$ cat src/rtl/fluxo_dados_jogo.sv
// fluxo_dados_jogo: datapath beside the game control unit.
// Debounces the play/pass buttons into single-cycle pulses, runs the free
// seed counter, latches the seed, keeps the current-player counter and
// derives the werewolf (lobo) player index from the latched seed.
module fluxo_dados_jogo #(
    parameter int N_JOGADORES = 8,
    parameter int W_J         = 3,
    parameter int SEED_W      = 8,
    parameter int DEBOUNCE    = 4
) (
    input  logic              clock,
    input  logic              reset_n,
    input  logic              botao_jogar,
    input  logic              botao_passa,
    input  logic              rst_global,
    input  logic              zera_CS,
    input  logic              e_seed_reg,
    input  logic              zera_CJ,
    input  logic              inc_jogador,
    output logic              jogar,
    output logic              passa,
    output logic              CJ_fim,
    output logic [W_J-1:0]    jogador_atual,
    output logic [SEED_W-1:0] seed,
    output logic [W_J-1:0]    lobo_idx,
    output logic              eh_lobo
);

    localparam int CNT_W = (DEBOUNCE < 2) ? 1 : $clog2(DEBOUNCE + 1);

    typedef enum logic [1:0] {
        SOLTO,
        CONFIRMA_APERTO,
        APERTADO,
        CONFIRMA_SOLTURA
    } estado_t;

    // Seed reduced to a player index; the modulo handles non-power-of-two player counts.
    function automatic logic [W_J-1:0] f_mod_jogadores(input logic [SEED_W-1:0] v);
        logic [SEED_W-1:0] m;
        m = v % SEED_W'(N_JOGADORES);
        return W_J'(m);
    endfunction

    // Bit 0 carries the play button, bit 1 the pass button.
    logic [1:0]        w_raw;
    logic [1:0]        r_sync1;
    logic [1:0]        r_sync2;
    estado_t           r_estado [2];
    logic [CNT_W-1:0]  r_cnt    [2];
    logic [1:0]        r_pulso;

    logic [SEED_W-1:0] r_cs;
    logic [SEED_W-1:0] r_seed;
    logic [W_J-1:0]    r_lobo;
    logic [W_J-1:0]    r_cj;
    logic [SEED_W-1:0] w_seed_prox;

    assign w_raw = {botao_passa, botao_jogar};

    // Two-flop synchronizer for both asynchronous buttons.
    always_ff @(posedge clock or negedge reset_n) begin
        if (!reset_n) begin
            r_sync1 <= '0;
            r_sync2 <= '0;
        end else begin
            r_sync1 <= w_raw;
            r_sync2 <= r_sync1;
        end
    end

    // Debounce FSM per button; emits one registered pulse when a press is confirmed.
    always_ff @(posedge clock or negedge reset_n) begin
        if (!reset_n) begin
            for (int i = 0; i < 2; i++) begin
                r_estado[i] <= SOLTO;
                r_cnt[i]    <= '0;
            end
            r_pulso <= '0;
        end else begin
            r_pulso <= '0;
            for (int i = 0; i < 2; i++) begin
                case (r_estado[i])
                    SOLTO: begin
                        if (r_sync2[i]) begin
                            r_estado[i] <= CONFIRMA_APERTO;
                            r_cnt[i]    <= CNT_W'(1);
                        end
                    end
                    CONFIRMA_APERTO: begin
                        if (!r_sync2[i]) begin
                            r_estado[i] <= SOLTO;
                        end else if (r_cnt[i] == CNT_W'(DEBOUNCE)) begin
                            r_estado[i] <= APERTADO;
                            r_pulso[i]  <= 1'b1;
                        end else begin
                            r_cnt[i] <= r_cnt[i] + CNT_W'(1);
                        end
                    end
                    APERTADO: begin
                        if (!r_sync2[i]) begin
                            r_estado[i] <= CONFIRMA_SOLTURA;
                            r_cnt[i]    <= CNT_W'(1);
                        end
                    end
                    CONFIRMA_SOLTURA: begin
                        if (r_sync2[i]) begin
                            r_estado[i] <= APERTADO;
                        end else if (r_cnt[i] == CNT_W'(DEBOUNCE)) begin
                            r_estado[i] <= SOLTO;
                        end else begin
                            r_cnt[i] <= r_cnt[i] + CNT_W'(1);
                        end
                    end
                    default: begin
                        r_estado[i] <= SOLTO;
                    end
                endcase
            end
        end
    end

    // Free-running seed counter; wraps naturally at 2^SEED_W.
    always_ff @(posedge clock or negedge reset_n) begin
        if (!reset_n) begin
            r_cs <= '0;
        end else if (zera_CS) begin
            r_cs <= '0;
        end else begin
            r_cs <= r_cs + SEED_W'(1);
        end
    end

    // Next seed value shared by seed_reg and lobo_idx so both move on the same edge.
    // The pre-edge counter value is captured even when zera_CS clears it at the same time.
    always_comb begin
        w_seed_prox = r_seed;
        if (rst_global) begin
            w_seed_prox = '0;
        end else if (e_seed_reg) begin
            w_seed_prox = r_cs;
        end
    end

    // Seed register and werewolf index.
    always_ff @(posedge clock or negedge reset_n) begin
        if (!reset_n) begin
            r_seed <= '0;
            r_lobo <= '0;
        end else begin
            r_seed <= w_seed_prox;
            r_lobo <= f_mod_jogadores(w_seed_prox);
        end
    end

    // Player counter: rst_global beats zera_CJ beats inc_jogador; wraps after the last player.
    always_ff @(posedge clock or negedge reset_n) begin
        if (!reset_n) begin
            r_cj <= '0;
        end else if (rst_global || zera_CJ) begin
            r_cj <= '0;
        end else if (inc_jogador) begin
            if (r_cj == W_J'(N_JOGADORES - 1)) begin
                r_cj <= '0;
            end else begin
                r_cj <= r_cj + W_J'(1);
            end
        end
    end

    assign jogar         = r_pulso[0];
    assign passa         = r_pulso[1];
    assign jogador_atual = r_cj;
    assign seed          = r_seed;
    assign lobo_idx      = r_lobo;
    assign CJ_fim        = (r_cj == W_J'(N_JOGADORES - 1));
    assign eh_lobo       = (r_cj == r_lobo);

endmodule

$ cat config.mk
export PLATFORM = sky130hd
export DESIGN_NAME = fluxo_dados_jogo
export DESIGN_NICKNAME = d
export VERILOG_FILES = /design/src/rtl/fluxo_dados_jogo.sv
export SDC_FILE = /design/constraint.sdc
export NUM_CORES = 1
export LEC_CHECK = 0
export BUFFER_PORTS_ARGS = -buffer_cell sky130_fd_sc_hd__buf_2
export CORE_ASPECT_RATIO = 0.6
export CORE_MARGIN = 10
export CORE_UTILIZATION = 40
export CTS_CLUSTER_DIAMETER = 100
export CTS_CLUSTER_SIZE = 12
export DETAILED_ROUTE_END_ITERATION = 10
export SYNTH_ARGS = -nofsm -noshare
export SYNTH_HDL_FRONTEND = slang
export SYNTH_SLANG_ARGS = --single-unit
$ cat constraint.sdc
create_clock -name clock -period 1.45 [get_ports clock]
set_input_delay 0.29 -clock clock [delete_from_list [all_inputs] [get_ports clock]]
set_output_delay 0.29 -clock clock [all_outputs]
set_load 0.005 [all_outputs]
After elaboration in Yosys (flattened, before gate mapping)
Cells that the tools add are included.
- word-level logic and storage cells: 84
- register bits: 35
- output and inout port bits: 18
- bits of input ports: 9
- muxes and demuxes: 38
- equal/unequal tests: 22
- reductions and logical operators: 9
- add/subtract/negate cells: 4
- operators with widths (kind ; count):
    3-bit two-way mux ; 13
    2-bit two-way mux ; 12
    8-bit two-way mux ; 3
    3-bit case mux with 4 select lines ; 2
    2-bit != test, second input constant ; 8
    2-bit case mux with 4 select lines ; 2
    4-bit AND reduction ; 4
    3-bit != test, second input constant ; 4
    3-bit by 1-bit adder with 3-bit output, second input constant ; 3
    3-bit == test, second input constant ; 3
    8-bit by 1-bit adder with 8-bit output, second input constant ; 1
    2-bit == test, second input constant ; 4
    1-bit two-way mux ; 6
    2-bit by 1-bit == test with 1-bit output, second input constant ; 2
    2-bit logical NOT ; 2
    2-bit nonzero test ; 2
    3-bit == test ; 1
    1-bit logical OR ; 1

Longest topological paths before layout
Gate-level depths: netlist (run 1).
- depth after elaboration: 4
- mapped depth: 5
- gate-level depth less buffers: 5

Least setup slack after synthesis (run 1)
Ideal clock, no wire load.
- path type: flip-flop to flip-flop
- from: reg r_cs[0]
- to: reg r_cs[6]
- required time: 1.372 ns
- path buffers: 0
- setup time: 0.078 ns
- stages on the path, launching flop included: 5
- path slack: 0.273 ns
- period minus slack after synthesis: 1.177 ns
- arrival: 1.100 ns
- cells stage by stage: dfrtp_1 ha_1 nand2_1 or3_1 a21oi_1
- word-level cells in the longest chain between the ends: 2
- ends and longest elaborated chain (what ; RTL line ; source):
    start: declaration ; 53 ; logic [SEED_W-1:0] r_cs;
    start signal: assignment ; 130 ; r_cs <= r_cs + SEED_W'(1);
    8-bit by 1-bit adder with 8-bit output ; 130 ;
    8-bit two-way mux ; 127 ; end else if (zera_CS) begin
Every way passes these cells.
A chain may end at the register's enable or synchronous reset.

Final worst setup path (run 1)
- from: reg r_cj[1] (netlist: jogador_atual[1])
- to: out CJ_fim
- word-level cells in the longest chain between the ends: 1
- ends and longest elaborated chain (what ; RTL line ; source):
    start: declaration ; 56 ; logic [W_J-1:0] r_cj;
    start signal: assignment ; 166 ; r_cj <= r_cj + W_J'(1);
    3-bit == test ; 176 ; assign CJ_fim = (r_cj == W_J'(N_JOGADORES - 1));
    end: declaration ; 22 ; output logic CJ_fim,
Every way passes these cells.

==> results of run 1 <==
worst reg2reg max path: cells and delay by family (launching register included):
kind                     cells  cell delay (ns)
adder cells (fa/ha/maj)      1             0.24
flip-flops                   1             0.40
AO/OA/AOI/OAI                1             0.14
AND/OR/NAND/NOR              2             0.42
kinds of logic after synthesis:
family,after synthesis,share of synthesized area [%]
AO/OA/AOI/OAI,14,4.98
XOR/XNOR,8,4.65
adder cells (fa/ha/maj),7,5.81
buffers and inverters,12,3.82
flip-flops,35,58.1
multiplexers,15,10.1
AND/OR/NAND/NOR,39,12.5
metal layers:
| layer | up-vias | GRT usage [%] | part of all wire [%] |
|---|---|---|---|
| li1 | 511 | - | - |
| met3 | 6 | 4.79 | 6.9 |
| met5 | - | 0 | 0 |
| met1 | 521 | 10.9 | 45 |
| met4 | 0 | 4.63 | 1.4 |
| met2 | 21 | 16.3 | 46 |
final timing paths:
path / cells past startpoint / endpoint / slack [ns] / startpoint
setup / recovery: 3 / CJ_fim / -0.03 / jogador_atual[1]$_DFFE_PN0P_
hold / removal: 1 / r_sync1[1]$_DFF_PN0_ / 0.11 / botao_passa
setup reg to reg: 4 / r_cs[6]$_DFF_PN0_ / 0.18 / r_cs[0]$_DFF_PN0_
hold reg to reg: 0 / r_sync2[0]$_DFF_PN0_ / 0.35 / r_sync1[0]$_DFF_PN0_
max in group asynchronous: 3 / r_cs[7]$_DFF_PN0_ / 0.45 / reset_n
min in group asynchronous: 2 / r_cnt[2]$_DFFE_PN0P_ / 0.49 / reset_n
cells in the final DEF (no fill, tap or decap), drive strengths merged:
| cell type | n |
|---|---|
| mux2i | 13 |
| o21ai | 5 |
| nand2 | 8 |
| a21boi | 2 |
| nand4 | 3 |
| ha | 7 |
| clkinv | 1 |
| dlygate4sd3 | 1 |
| clkbuf | 7 |
| xor2 | 7 |
| dfrtp | 35 |
| mux2 | 2 |
| or3 | 3 |
| inv | 6 |
| buf | 34 |
| nor3 | 4 |
| nor2 | 13 |
| a21oi | 7 |
| nor3b | 2 |
| xnor2 | 1 |
| nand3 | 5 |
| nor2b | 1 |
cell type report:
| class | instances | share of cell area [%] |
|---|---|---|
| clock buffer | 7 | 4.16 |
| clock inverter | 1 | 0.273 |
| inverter | 6 | 1.23 |
| multi-input combinational | 83 | 32.1 |
| sequential | 35 | 47.8 |
| tap | 47 | 3.21 |
| timing repair buffer | 35 | 11.3 |
stage by stage:
stage          hold WS [ns]  setup TNS, ns  instances  util, %  power [W]
6_report              0.108        -0.0467        214     50.4    0.00240
4_1_cts              0.0995        -0.0862        213     50.2    0.00244
5_1_grt              0.0885         -0.162        214     50.4    0.00257
2_1_floorplan      -0.00559              0        130        -    0.00159
3_3_place_gp          0.248              0        199     46.1    0.00171
3_5_place_dp          0.260              0        199     46.1    0.00174
power breakdown:
part           internal (W)  total [W]  switching [W]
Sequential          0.00113    0.00125       0.000120
Clock              0.000337   0.000667       0.000330
Combinational      0.000222   0.000488       0.000267
repair_timing:
item | CTS | global route
setup endpoints to repair | 2 | 2
setup buffers | 5 | 1
hold endpoints to repair | 16 | 0
hold buffers | 1 | 0
pin swaps | 2 | 0
resized for setup | 5 | 0
==> results.md, run 1 <==
- Status: finished with violations
- Failing checks: setup timing
- Synthesized area: 1510 um^2
- # H-tree levels: 2
- Max-slew violations: 0
- Cells after Synth: 130
- Worst-case clock skew: 0.00341 ns
- Final wirelength: 3070 um
- Vias in the first global route: 1071
- Max incr delay on CP: 0.42 ns
- Syn nets: 146
- Crit path max fanout: 3
- Worst IR Drop VDD: 668 uV
- Ant. Diodes: 0
- Top delay family on crit path: flip-flops
- Initial cell density of the core: 41.4%
- Global-route wire length before repair: 5240 um
- Die Ht: 67.5 um
- Final HPWL DP: 2190 um
- Slowest CP cell: dfrtp_1
- Final setup viols: 2
- Routed Antenna Nets: 0
- Hold Fails Final Rpt: 0
- Fin crit share: 102%
- Top cell type's share of synthesized area: 58.1%
- Placed inst area: 1680 um^2
- Leakage power total: 0.958 nW
- Area of the multi-input gates: 588 um^2
- Slew headroom: 72.3%
- Average vias per placed instance: 4.95
- Pin count of the biggest net entering global routing: 19
- Ys Warns: 0
- Fraction of registers with async set/reset: 100%
- EDFF count, synth: 0
- Fmax achieved: 0.678 GHz
- Clock Path Buffers: 2
- Number of synthesized register bits: 35
- Area leader, netlist: dfrtp_1
- Crit path kind: reg -> out
- Worst-skew pair later-pin latency: 0.28 ns
- CP required: 1.16 ns
- Syn_area_per_cell: 11.6 um^2
- Antenna violations before repair: 0
- Total CTS buffers: 5
- Final net count: 182
- Slew @ Worst Pin: 0.416 ns
- Crit end category: primary output
- Post-synth top cells: dfrtp_1 (35), mux2i_1 (13), nor2_1 (13)
- Crit path time final: 1.48 ns
- Wire per inst: 14.3 um
- CTS root buffer: clkbuf_8
- Final non-filler cell area: 1830 um^2
- Max-cap viol count: 0
- # port buffers: 26
- Share of layout cells above drive strength 1: 27.5%
- TritonCTS clock tree: built
- Vias: 1059
- Drt drc: 0
- RSZ-0062 raised after global routing: yes
- Buf/Inv on CP: 1
- DRT Pass-1 Iters: 4
- Fill cells: 308
- Gpl congestion: 0.751
- Crit start category: flip-flop
- Chip Width: 99.2 um
- Gr usage total: 9.97%
- Worst Setup Slack, final: -0.0251 ns
- Flip-flop and latch area: 877 um^2
- PD cells: 1310 nW/um^2
- Cells along the critical path: ha_2 -> ha_4 -> buf_6
- Initial DRC Count: 44
- Most common cell in the netlist: dfrtp_1
- Core ar.: 3640 um^2
- WP data arrival: 1.19 ns
- Top FF cell, synth: dfrtp_1
- Worst Hold Class: in -> reg
- Pre-CTS setup slack: 0.182 ns
- Unique cell type count in the Yosys netlist: 22
- Sequential-to-total area share from yosys stat: 58.1%
- Synth top area cells: dfrtp_1 (58%), mux2i_1 (8.6%), ha_1 (5.8%)
- Synthesis-to-layout area growth: 21.8%
- IO Count: 27
- Clock Pin Slew Worst Setup and Hold Paths: 0.07 ns
- Die area: 6700 um^2
- Grt ovf: 0
- Clock sink total: 35
- # rows: 17
No activity file was read; power rests on OpenSTA's default activity.
==> run 2, diff against run 1 <==
Settings changed: BUFFER_PORTS_ARGS -buffer_cell sky130_fd_sc_hd__buf_2 to not set, DONT_BUFFER_PORTS set to 1.
==> results.md, run 2 (same netlist as run 1, synthesis figures left out) <==
- Status: finished with violations
- Failing checks: setup timing
- Crit end category: primary output
- Clock Pin Slew Worst Setup and Hold Paths: 0.07 ns
- Max-slew violations: 0
- Fmax achieved: 0.689 GHz
- RSZ-0062 raised after global routing: yes
- Worst Setup Slack, final: -0.000477 ns
- Setup bufs post-CTS: 0
- TritonCTS clock tree: built
- Initial DRC Count: 21
- Share of layout cells above drive strength 1: 13.4%
- Final setup viols: 1
- Crit path time final: 1.45 ns
- Die area: 6700 um^2
- Gpl congestion: 0.736
- Drt drc: 0
- Leakage power total: 0.804 nW
- Global-route wire length before repair: 4580 um
- Fin crit share: 100%
- Vias: 900
- Average vias per placed instance: 4.97
- Wire per inst: 15.1 um
- Hold path start: botao_jogar
- IO Count: 27
- Final net count: 149
- Most common cell after layout, fill and taps aside: dfrtp_1
- Slew headroom: 79.7%
- Worst IR Drop VDD: 650 uV
- Crit path max fanout: 5
- # rows: 17
- Clock Path Buffers: 2
- Worst-skew pair later-pin latency: 0.29 ns
- Antenna violations before repair: 0
- Die Ht: 67.5 um
- Hold Fails Final Rpt: 0
- WP data arrival: 1.16 ns
- # H-tree levels: 2
- Ant. Diodes: 0
- Total CTS buffers: 5
- DRT Pass-1 Iters: 3
- Worst-case clock skew: 0.00505 ns
- Crit path kind: reg -> out
- Max-cap viol count: 0
- Slew @ Worst Pin: 0.304 ns
- Chip Width: 99.2 um
- CTS root buffer: clkbuf_8
- RR Startpoint: r_cnt[3]$_DFFE_PN0P_
- WHS: 0.0227 ns
- Grt ovf: 0
- Most frequent cells in the layout: dfrtp_1 (30), nor2_1 (13), mux2i_1 (13), nand2_1 (8)
- Final HPWL DP: 1940 um
- Initial cell density of the core: 41.4%
- Vias in the first global route: 906
- Core ar.: 3640 um^2
- Clock sink total: 35
- Final wirelength: 2730 um
- Crit start category: flip-flop
- Synthesis-to-layout area growth: 11.1%
- Pin count of the biggest net entering global routing: 36
- Gr usage total: 8.83%
- Fill cells: 342
- Routed Antenna Nets: 0
- Worst Hold Class: in -> reg
- Pre-CTS setup slack: 0.171 ns
- # port buffers: 0
- PD cells: 1470 nW/um^2
- Setup crit start: jogador_atual[0]$_DFFE_PN0P_
- CP required: 1.16 ns
[run 2: cell count changes in the layout (fill, tap and decap cells not counted), sizes merged]
cell | previous run | this run
clkbuf | 7 | 8
clkinv | 1 | 0
buf | 34 | 1
[run 2: metal layers]
layer	vias to the layer above	GRT usage [%]	routed length, um
met5	-	0	0
met4	0	4.80	53
met3	7	5.80	306
met2	23	12.4	1130
met1	426	10.1	1250
li1	444	-	-
[run 2: timing repair]
action                                 in CTS  in global routing
gates resized for setup                     4                  3
setup endpoints to repair                   2                  2
cloned                                      0                  0
hold buffers                                2                  0
pin swaps                                   2                  1
endpoints found under the hold margin      35                  0
[run 2: final timing paths]
check | to | slack [ns] | cells past startpoint
max | eh_lobo | -0.0005 | 2
min | r_sync1[0]$_DFF_PN0_ | 0.02 | 0
max reg2reg | flip-flop | 0.16 | 4
max in group asynchronous | seed[0]$_DFFE_PN0P_ | 0.79 | 2
min in group asynchronous | seed[2]$_DFFE_PN0P_ | 0.47 | 2
min reg2reg | r_sync2[0]$_DFF_PN0_ | 0.35 | 0
[run 2: cell type report]
type / count / area (um^2) / share of cell area, %
Tap cell: 47 / 58.8 / 3.51
Multi-Input combinational cell: 83 / 581 / 34.7
Clock buffer: 8 / 100 / 5.98
Inverter: 6 / 22.5 / 1.35
Sequential cell: 35 / 882 / 52.7
Timing Repair Buffer: 2 / 30.0 / 1.79
[run 2: critical path: stages (launching register included)]
cell and delay [ns]:
dfrtp_2 0.45, xor2_1 0.18, nor3_2 0.24
[run 2: stage by stage]
stage / total power (W) / instances / TNS (ns) / util (%) / instance area, um^2
3_5_place_dp: 0.00167 / 171 / 0 / 42.1 / 1530
6_report: 0.00246 / 181 / -0.000477 / 46.0 / 1670
4_1_cts: 0.00248 / 181 / -0.0337 / 45.9 / 1670
5_1_grt: 0.00263 / 181 / -0.0869 / 46.0 / 1670
2_1_floorplan: 0.00159 / 130 / 0 / - / 1510
3_3_place_gp: 0.00164 / 171 / 0 / 42.1 / 1530
[run 2: power by group]
part           leakage, nW  internal [W]  total (W)  switching (W)
clock network       0.0515      0.000433   0.000778       0.000345
registers            0.449       0.00113    0.00125       0.000127
logic                0.303      0.000200   0.000430       0.000230
==> run 3, diff against run 2 <==
Settings changed: ABC_AREA set to 1.
==> results.md, run 3 <==
- Antenna violations before repair: 0
- Slowest CP cell: dfrtp_2
- DRT Pass-1 Iters: 4
- Top FF cell, synth: dfrtp_1
- Die area: 7010 um^2
- Synthesis-to-layout area growth: 9.55%
- Area leader, netlist: dfrtp_1
- # rows: 17
- Crit end category: primary output
- Fraction of registers with async set/reset: 100%
- Worst IR Drop VDD: 444 uV
- Crit start category: flip-flop
- Drt drc: 0
- Ant. Diodes: 0
- CTS root buffer: clkbuf_8
- Synthesized area: 1600 um^2
- Final wirelength: 3120 um
- Reg power frac: 53.2%
- Clk network pwr share: 28.9%
- Pin count of the biggest net entering global routing: 36
- Total CTS buffers: 5
- Grt ovf: 0
- Crit path kind: reg -> out
- WP data arrival: 1.15 ns
- PD cells: 1350 nW/um^2
- Max-slew violations: 0
- Post-synth top cells: nand2_1 (39), dfrtp_1 (35), inv_1 (32)
- RSZ-0062 raised after global routing: yes
- Number of synthesized register bits: 35
- Fmax achieved: 0.695 GHz
- Worst Hold Class: in -> reg
- Slew headroom: 70.2%
- Most frequent cells in the layout: nand2_1 (39), inv_1 (32), dfrtp_1 (31), nor2_1 (19), nand3_1 (14)
- Leakage power total: 0.873 nW
- Placed inst area: 1620 um^2
- Clock sink total: 35
- Clock Pin Slew Worst Setup and Hold Paths: 0.07 ns
- IO Count: 27
- Clock Path Buffers: 2
- Final net count: 199
- Die Ht: 69.0 um
- Fill cells: 359
- Ys Warns: 0
- Syn nets: 194
- Global-route wire length before repair: 5050 um
- Sw frac: 31.8%
- Synth top area cells: dfrtp_1 (55%), nand2_1 (9.2%), inv_1 (7.5%)
- Slew @ Worst Pin: 0.447 ns
- CP required: 1.16 ns
- Global-route met3 utilization: 5.36%
- Net Sw Power: 0.000753 W
- Hold path start: botao_jogar
- Vias in the first global route: 1075
- Syn_area_per_cell: 8.98 um^2
- # H-tree levels: 2
- RR Startpoint: r_cnt[3]$_DFFE_PN0P_
- Crit path time final: 1.44 ns
- GRT busiest layer: met2
- Setup bufs post-CTS: 0
- Final non-filler cell area: 1750 um^2
- Finished Layout Cells: 231
- Initial cell density of the core: 42.5%
- Hold Fails Final Rpt: 0
- Top cell type's share of synthesized area: 54.8%
- Cells after DPL: 221
- Wire per inst: 13.5 um
- Share of layout cells above drive strength 1: 12.0%
- Worst-skew pair later-pin latency: 0.29 ns
- Max incr delay on CP: 0.45 ns
- Cell Int Power: 0.00161 W
- Vias: 1124
- Cells along the critical path: xor2_1 -> nor3_2
- Most common cell after layout, fill and taps aside: nand2_1
- Final HPWL DP: 2290 um
- Fin crit share: 99.2%
- Max-cap viol count: 0
- Most common cell in the netlist: nand2_1
- Core ar.: 3760 um^2
- Chip Width: 102 um
- Average vias per placed instance: 4.87
- Combinational Power Share: 17.9%
- # port buffers: 0
- Unique cell type count in the Yosys netlist: 15
- Crit path max fanout: 5
- TritonCTS clock tree: built
- EDFF count, synth: 0
- Worst-case clock skew: 0.00874 ns
- Status: completed
- Setup crit start: jogador_atual[0]$_DFFE_PN0P_
- Initial DRC Count: 72
- Gr usage total: 9.47%
- Met2 Resource Use GR: 14.1%
- Routed Antenna Nets: 0
- Final setup viols: 0
- Sequential-to-total area share from yosys stat: 54.8%
- Met1 Use GR: 11.0%
- Gpl congestion: 0.781
- Cells after Synth: 178
run 3: critical path, delay by kind of cell, from the launching register on:
family / cells / cell delay [ns]
flip-flops: 1 / 0.45
AND/OR/NAND/NOR: 1 / 0.23
XOR/XNOR: 1 / 0.18
run 3: path summary, 6_finish.rpt:
path / cells after the start / end / slack (ns)
min in group asynchronous: 2 / jogador_atual[1]$_DFFE_PN0P_ / 0.44
worst min register to register: 0 / r_sync2[1]$_DFF_PN0_ / 0.35
worst max register to register: 7 / r_cnt[3]$_DFFE_PN0P_ / 0.23
worst max-delay path: 2 / eh_lobo / 0.01
max in group asynchronous: 2 / jogador_atual[0]$_DFFE_PN0P_ / 0.81
worst min-delay path: 0 / r_sync1[0]$_DFF_PN0_ / 0.03
run 3: metrics by stage:
| stage | setup TNS (ns) | utilization (%) | hold WS, ns | power, W | worst slack, ns |
|---|---|---|---|---|---|
| floorplan | 0 | - | -0.00559 | 0.00156 | 0.315 |
| global placement | 0 | 43.1 | -0.00443 | 0.00161 | 0.226 |
| detailed placement | 0 | 43.1 | -0.00452 | 0.00167 | 0.219 |
| CTS | -0.00679 | 46.5 | 0.0201 | 0.00239 | -0.00679 |
| global route | -0.0912 | 46.5 | 0.00966 | 0.00254 | -0.0594 |
| finish | 0 | 46.5 | 0.0256 | 0.00237 | 0.0115 |
run 3: logic make-up after synthesis:
kind of cell               after synthesis  synth area share (%)
xor gates and xnor gates                 3                  1.64
AOI/OAI and AO/OA                       22                  9.47
DFF                                     35                  54.8
and+or+nand+nor                         75                  19.0
adders and majority gates                7                  5.48
buffers and inverters                   36                  9.62
run 3: power by group through the flow:
| stage | combinational, W | clock, W | sequential (W) |
|---|---|---|---|
| after floorplan | 0.000324 | 0 | 0.00124 |
| after global placement | 0.000350 | 0 | 0.00126 |
| after detailed placement | 0.000393 | 0 | 0.00128 |
| after CTS | 0.000426 | 0.000704 | 0.00126 |
| after global routing | 0.000505 | 0.000756 | 0.00128 |
| final | 0.000423 | 0.000685 | 0.00126 |
run 3: cell type report:
| cell class | count | area, um^2 | area share (%) |
|---|---|---|---|
| sequential | 35 | 881 | 50.3 |
| multi-input combinational | 107 | 577 | 32.9 |
| inverter | 32 | 120 | 6.86 |
| clock buffer | 6 | 72.6 | 4.14 |
| tap | 47 | 58.8 | 3.36 |
| timing repair buffer | 2 | 30.0 | 1.71 |
| clock inverter | 2 | 12.5 | 0.714 |
run 3: timing repair:
item | 4_1_cts | 5_1_grt
endpoints found under the hold margin | 35 | 0
hold buffers | 2 | 0
pin swaps | 1 | 0
cloned | 0 | 0
setup endpoints to repair | 2 | 2
resized for setup | 6 | 0
run 3: layer usage:
metal  share of wire, %  vias to the layer above
li1                   -                      560
met1                 47                      530
met2                 42                       27
met3                9.7                        7
met4                1.4                        0
met5                  0                        -
